==> src/rtl/sp_mac.sv <==
// sp_mac: spline-basis multiply-accumulate for one KAN neuron.
// Three-stage pipeline: S1 multiplies four basis/coefficient pairs,
// S2 adds the four products and rescales to Q7.10, and S3 accumulates
// P_NUM_IN samples into one neuron sum.
// Optional build macro: SP_MAC_SAT_EN -- when defined, the output sum is
// saturated to the signed 18-bit range instead of wrapping.
// P_ACC_W is expected to be at least 18 so the output slice exists.
module sp_mac #(
    parameter int P_NUM_IN = 8,
    parameter int P_ACC_W  = 32
) (
    input  logic        i_clk,
    input  logic        i_rst,
    input  logic        i_en,
    input  logic        i_valid,
    input  logic [9:0]  i_data_1,
    input  logic [9:0]  i_data_2,
    input  logic [9:0]  i_data_3,
    input  logic [9:0]  i_data_4,
    input  logic [17:0] i_coef_1,
    input  logic [17:0] i_coef_2,
    input  logic [17:0] i_coef_3,
    input  logic [17:0] i_coef_4,
    output logic        o_valid,
    output logic [17:0] o_sum
);

    // The counter only needs to reach 254, so eight bits always suffice.
    localparam int CNT_W = 8;
    localparam logic [CNT_W-1:0] LAST_CNT = CNT_W'(P_NUM_IN - 1);

    // Saturation bounds of the signed Q7.10 output, at accumulator width.
    localparam logic signed [P_ACC_W-1:0] SAT_MAX = P_ACC_W'(131071);
    localparam logic signed [P_ACC_W-1:0] SAT_MIN = P_ACC_W'(-131072);

    // Operands widened to the 29-bit product width.
    // Basis values are unsigned and therefore zero-extended.
    logic signed [28:0] data_ext [4];
    logic signed [28:0] coef_ext [4];

    // S1 registers: the four Q7.20 products.
    logic               s1_valid;
    logic signed [28:0] prod [4];

    // S2 registers: the rescaled per-sample sum.
    logic               s2_valid;
    logic signed [30:0] prod_sum;
    logic signed [30:0] prod_sum_shr;
    logic signed [P_ACC_W-1:0] s2_val;

    // S3 registers: accumulator, sample counter and the output.
    logic signed [P_ACC_W-1:0] acc;
    logic signed [P_ACC_W-1:0] acc_next;
    logic [CNT_W-1:0]          cnt;
    logic                      group_last;
    logic [17:0]               sum_out;
    logic                      out_valid_q;

    // Widen the separate input ports into indexable operand arrays.
    always_comb begin
        data_ext[0] = {19'b0, i_data_1};
        data_ext[1] = {19'b0, i_data_2};
        data_ext[2] = {19'b0, i_data_3};
        data_ext[3] = {19'b0, i_data_4};
        coef_ext[0] = {{11{i_coef_1[17]}}, i_coef_1};
        coef_ext[1] = {{11{i_coef_2[17]}}, i_coef_2};
        coef_ext[2] = {{11{i_coef_3[17]}}, i_coef_3};
        coef_ext[3] = {{11{i_coef_4[17]}}, i_coef_4};
    end

    // S1: register the four products; the registers stay put on bubbles.
    always_ff @(posedge i_clk) begin
        if (i_rst) begin
            s1_valid <= 1'b0;
            for (int k = 0; k < 4; k++) begin
                prod[k] <= '0;
            end
        end else if (i_en) begin
            s1_valid <= i_valid;
            if (i_valid) begin
                for (int k = 0; k < 4; k++) begin
                    prod[k] <= coef_ext[k] * data_ext[k];
                end
            end
        end
    end

    // Sum the products with two guard bits, then drop ten fraction bits.
    // The arithmetic shift of a two's-complement value rounds toward
    // minus infinity, which is the rounding this neuron needs.
    always_comb begin
        prod_sum = 31'(prod[0]) + 31'(prod[1]) + 31'(prod[2]) + 31'(prod[3]);
        prod_sum_shr = prod_sum >>> 10;
    end

    // S2: register the rescaled sample, sign-extended to accumulator width.
    always_ff @(posedge i_clk) begin
        if (i_rst) begin
            s2_valid <= 1'b0;
            s2_val   <= '0;
        end else if (i_en) begin
            s2_valid <= s1_valid;
            if (s1_valid) begin
                s2_val <= P_ACC_W'(prod_sum_shr);
            end
        end
    end

    // The first sample of a group loads the accumulator rather than
    // adding, so no separate clear cycle is needed between groups.
    always_comb begin
        acc_next   = (cnt == '0) ? s2_val : acc + s2_val;
        group_last = (cnt == LAST_CNT);
    end

    // Reduce the final accumulator to the 18-bit output format.
`ifdef SP_MAC_SAT_EN
    always_comb begin
        sum_out = acc_next[17:0];
        if (acc_next > SAT_MAX) begin
            sum_out = SAT_MAX[17:0];
        end else if (acc_next < SAT_MIN) begin
            sum_out = SAT_MIN[17:0];
        end
    end
`else
    always_comb begin
        sum_out = acc_next[17:0];
    end
`endif

    // S3: accumulate, count samples and publish the sum when a group closes.
    always_ff @(posedge i_clk) begin
        if (i_rst) begin
            acc         <= '0;
            cnt         <= '0;
            out_valid_q <= 1'b0;
            o_sum       <= '0;
        end else if (i_en) begin
            out_valid_q <= 1'b0;
            if (s2_valid) begin
                acc <= acc_next;
                if (group_last) begin
                    cnt         <= '0;
                    out_valid_q <= 1'b1;
                    o_sum       <= sum_out;
                end else begin
                    cnt <= cnt + CNT_W'(1);
                end
            end
        end
    end

    // A pulse that became due while stalled is held in out_valid_q and
    // is masked until the pipeline is enabled again.
    assign o_valid = out_valid_q & i_en;

endmodule

==> config.mk <==
export PLATFORM = sky130hd
export DESIGN_NAME = sp_mac
export DESIGN_NICKNAME = d
export VERILOG_FILES = /design/src/rtl/sp_mac.sv
export SDC_FILE = /design/constraint.sdc
export NUM_CORES = 2
export LEC_CHECK = 0
export CAP_MARGIN = 0
export CORE_MARGIN = 3
export CORE_UTILIZATION = 60
export CTS_CLUSTER_DIAMETER = 200
export DETAILED_ROUTE_END_ITERATION = 8
export PLACE_DENSITY_LB_ADDON = 0.25
export REMOVE_ABC_BUFFERS = 1
export SLEW_MARGIN = 10
export SYNTH_ARGS = -nofsm -noshare
export SYNTH_HDL_FRONTEND = slang
export SYNTH_SLANG_ARGS = --single-unit
==> constraint.sdc <==
create_clock -name i_clk -period 24.7 [get_ports i_clk]
set_clock_uncertainty 0.2 [all_clocks]
set_input_delay 7.41 -clock i_clk [delete_from_list [all_inputs] [get_ports i_clk]]
set_output_delay 7.41 -clock i_clk [all_outputs]
set_load 0.02 [all_outputs]
**Yosys cells after proc, flatten, opt, wreduce, memory -nomap -nowiden**

Memory sizes are Yosys's and may differ from the RTL's.
Cells that the tools add are included.

- Bits of input ports: 116
- Output and inout port bits: 19
- Memories kept: 1
- Register bits after elaboration: 82
- Word-level logic and storage cells: 41
- Memory bits (writable): 116

- Muxes and demuxes: 14
- Bitwise operators: 5
- Reductions and logical operators: 4
- Multiply operators: 4
- Equal/unequal tests: 1
- Add/sub/neg operators: 5

Memory list:

| name | depth | bits a word | read ports | clocked after memory_dff | wr ports | line | source |
|---|---|---|---|---|---|---|---|
| prod | 4 | 29 | 4 | 0 | 4 | 43 | `logic signed [28:0] prod [4];` |

Operators by type and width:

| kind | number |
|---|---|
| multiplier 18 x 11 -> 29 bit | 4 |
| two-way mux 29 bit | 4 |
| adder 32 x 21 -> 32 bit | 1 |
| two-way mux 32 bit | 1 |
| adder 30 x 29 -> 31 bit | 1 |
| adder 31 x 29 -> 31 bit | 1 |
| adder 29 x 29 -> 30 bit | 1 |
| adder 8 x 1 -> 8 bit, second input constant | 1 |
| equality test 8 x 3 -> 1 bit, second input constant | 1 |
| logical NOT 8 bit | 1 |
| two-way mux 1 bit | 8 |
| two-way mux 8 bit | 1 |
| bitwise OR 1 bit | 4 |
| AND reduction 2 bit | 2 |
| AND reduction 3 bit | 1 |
| bitwise AND 1 bit | 1 |

**Longest topological paths before layout**

- Depth after elaboration: 5
- Depth in mapped cells: 23
- Depth with buffers taken out: 20

**Worst setup path after synthesis**

OpenSTA, ideal clock, no wires.

- Kind: input port to output port
- From: input port i_en
- To: output port o_valid
- Data arrival time: 7873 ps
- Data required time: 17090 ps
- Path slack: 9217 ps
- Buffers on the path: 1
- Cell stages on the path: 2
- Cell sequence: clkbuf_1 > and2_1

- Longest elaborated chain between the ends: 1

Ends and longest elaborated chain:

| element | line | source |
|---|---|---|
| start, declared | 14 | `input logic i_en,` |
| bitwise AND 1 bit | 156 | `assign o_valid = out_valid_q & i_en;` |
| end, declared | 24 | `output logic o_valid,` |

No other way between the ends.

**Final worst setup path**

Ends and elaborated chain as after synthesis.

==> flow_summary_export.csv <==
group,metric,value,unit
worst_setup_path,critPathKind,"in2out",
worst_setup_path,critPathMaxFanout,10,
synthesis,synth-seq-cells,177,
worst_setup_path,cp-end-kind,"primary output",
power_and_ir_drop,vdd_drop_max,0.116,mV
timing,rsz0062_at_grt,"false",
clocking,cts_max_level,4,
floorplanning,die_w,250,µm
clocking,post_cts_buffers,0,
clocking,cts_buffer_depth,2,
worst_setup_path,arrival,8830,ps
flow_run,maxCapViolCount,0,
worst_setup_path,crit_start,"i_en",
timing,period_share,66.6,%
outcome,status,"complete, no violations",
power_and_ir_drop,p_leak,0.0187,µW
clocking,insertion_delay,450,ps
floorplanning,start_util,61.4,%
synthesis,synth_flop_cell,"edfxtp_1",
layout,syn_to_final_growth,6.43,%
detailed_routing,post_drt_wl_per_cell,16.4,µm
worst_setup_path,rrSetupSlack,20790,ps
layout,multi_input_area,27400,µm²
layout,finish.utilization,65.3,%
placement,io_buffers,134,
layout,fillers,4877,
global_routing,grtUsageTotal,25.7,%
floorplanning,io_pins,135,
synthesis,synth.top_cell.area_share,38.3,%
power_and_ir_drop,powerDensity,137,nW/µm²
placement,gp_congestion,0.946,
synthesis,ys_seq_area_share,13.0,%
detailed_routing,drt_iter0_drc,1579,
timing,post-route-min-period,16440,ps
layout,n_antenna_cell,0,
clocking,cts_resized,0,
timing,setup_viol,0,
power_and_ir_drop,p_total,5230,µW
worst_setup_path,required,17090,ps
synthesis,ys_warn_count,0,
layout,layoutNonFillerInstCount,4717,
detailed_routing,drt-total-wl,77100,µm
min_path,hold_depth,2,
min_path,min_to,"o_sum[1]$_SDFFE_PP0P_",
min_path,hold_path_class,"reg2reg",
clocking,cts_buffers,17,
timing,max_freq,60.8,MHz
clocking,cts_hold_buf,0,
worst_setup_path,ff2ff_path_depth,11,
detailed_routing,drc,0,
synthesis,synth-async-reset-ratio,0,%
global_routing,grt_pass1_wl,133000,µm
global_routing,antenna_found_initial,0,
layout,layout-drive-gt1-share,1.37,%
clocking,clock_sinks,177,
global_routing,overflow,0,
timing,final_hold_viol_count,0,
global_routing,grt_pass1_vias,27180,
floorplanning,rows,88,
min_path,hold_start,"o_sum[1]$_SDFFE_PP0P_",
synthesis,synth_area_per_cell,9.05,µm²
synthesis,syn_area,35800,µm²
layout,num-nets-final,5033,
floorplanning,fp.coreArea,58400,µm²
global_routing,grt_max_degree,88,
detailed_routing,vias,25985,
layout,seqCellArea,4660,µm²
detailed_routing,final_antenna_net_count,0,
timing,hold_slack,253,ps
clocking,cts_tree,"done",
timing,tns,0,ps
placement,dp_hpwl,63500,µm
synthesis,synth.distinct_cells,67,
timing,tightest_slew,1060,ps
floorplanning,die_h,250,µm
placement,dp_cells,4685,
synthesis,synth_cells,3959,
synthesis,synth-edff-count,112,
worst_setup_path,r2r_start,"prod[1][3]$_SDFFCE_PN0P_",
worst_setup_path,rr_endpoint,"s2_val[11]$_SDFFE_PP0P_",
floorplanning,die-area,62700,µm²
synthesis,synth_largest_area_cell,"fa_1",
detailed_routing,viasPerCell,5.51,
timing,relSlewSlack,29.3,%
worst_setup_path,start_kind,"primary input",
detailed_routing,drt_first_pass_iters,5,
clocking,clk_pin_slew_worst_paths,60,ps
timing,slew_viol_final,0,
clocking,cts-root-buf,"clkbuf_16",
synthesis,synthTopCellsByArea,"fa_1, ha_1, edfxtp_1",
layout make-up:
cell class / count / share of cell area [%]
clock buffers: 22 / 1.39
inverters: 833 / 8.20
repair buffers: 140 / 3.62
clock inverters: 10 / 0.217
flip-flops and latches: 177 / 12.2
multi-input cells: 2770 / 71.8
well taps: 765 / 2.51
worst max-delay path, cell delays in order:
cell	delay (ps)
clkdlybuf4s50_1	650
and2_1	180
clkdlybuf4s50_1	590
stage by stage:
stage                     setup WS (ps)  instance area [µm²]
after floorplan                    9460                35200
after global placement             8280                37500
after detailed placement           8270                37500
after CTS                          8260                38100
after global routing               8190                38100
final                              8260                38100
layer usage:
metal	track usage [%]	vias to the layer above	share of wire, %
met5	0	-	0
met4	5.01	0	1.6
met3	2.39	99	4.6
met2	44.4	663	50
met1	35.9	13074	44
li1	-	12149	-
how the worst max path moves through the flow:
stage / slack (ps) / to
after floorplan: 9460 / o_valid
after global placement: 8280 / o_valid
after detailed placement: 8270 / o_valid
after CTS: 8260 / o_valid
after global routing: 8190 / o_valid
final: 8260 / o_valid
cell families (layout without fill, tap and decap cells):
logic type / after synthesis / in the layout / share of synthesized area [%]
compound gates: 449 / 449 / 8.17
xor+xnor: 127 / 127 / 3.10
fa+ha+maj: 978 / 978 / 48.5
buf+inv: 1012 / 1005 / 10.6
flops: 177 / 177 / 13.0
mux: 6 / 6 / 0.175
simple gates: 1210 / 1210 / 16.4
where the power goes:
part	total [µW]	leakage (µW)	switching, µW	internal (µW)
combinational	4460	0.0167	2600	1870
sequential	491	0.00166	72.4	418
clock	277	0.000293	122	155
total	5230	0.0187	2790	2440
state kept, by name, summed over array words and instances (netlist names):
signal / flops
prod: 112
acc: 18
o_sum: 18
s2_val: 18
cnt: 8
out_valid_q: 1
s1_valid: 1
s2_valid: 1
layout by cell type (no fill, tap or decap), types with 47 or more instances in the layout:
master           netlist  layout
a21o_1                67      67
a21oi_1              132     132
and2_1               341     341
inv_1                832     832
nor2_1               168     167
ha_1                 292     292
xor2_1                47      47
xnor2_1               80      80
edfxtp_1             112     112
clkdlybuf4s50_1        0     133
fa_1                 686     686
nand2_1              503     502
dfxtp_1               65      65
o21ai_0               67      67
synthesized netlist by cell type (4+ instances only):
library cell and n:
a2111oi_0 4, a211o_1 9, a211oi_1 41, a21o_1 67, a21oi_1 132, a311oi_1 7, a31oi_1 17, and2_1 341
and3_1 22, buf_1 15, buf_2 4, clkbuf_1 160, dfxtp_1 65, edfxtp_1 112, fa_1 686, ha_1 292
inv_1 832, mux2i_1 4, nand2_1 503, nand2b_1 20, nand3_1 33, nand3b_1 5, nand4_1 20, nor2_1 168
nor2b_1 20, nor3_1 33, nor3b_1 6, nor4_1 5, nor4b_1 5, o211ai_1 12, o21a_1 21, o21ai_0 67
o21ai_1 6, o21bai_1 15, o221ai_1 4, o22ai_1 5, o31a_1 7, o31ai_1 6, or3_1 13, or4_1 5
xnor2_1 80, xor2_1 47
(Power assumes the default switching activity.)
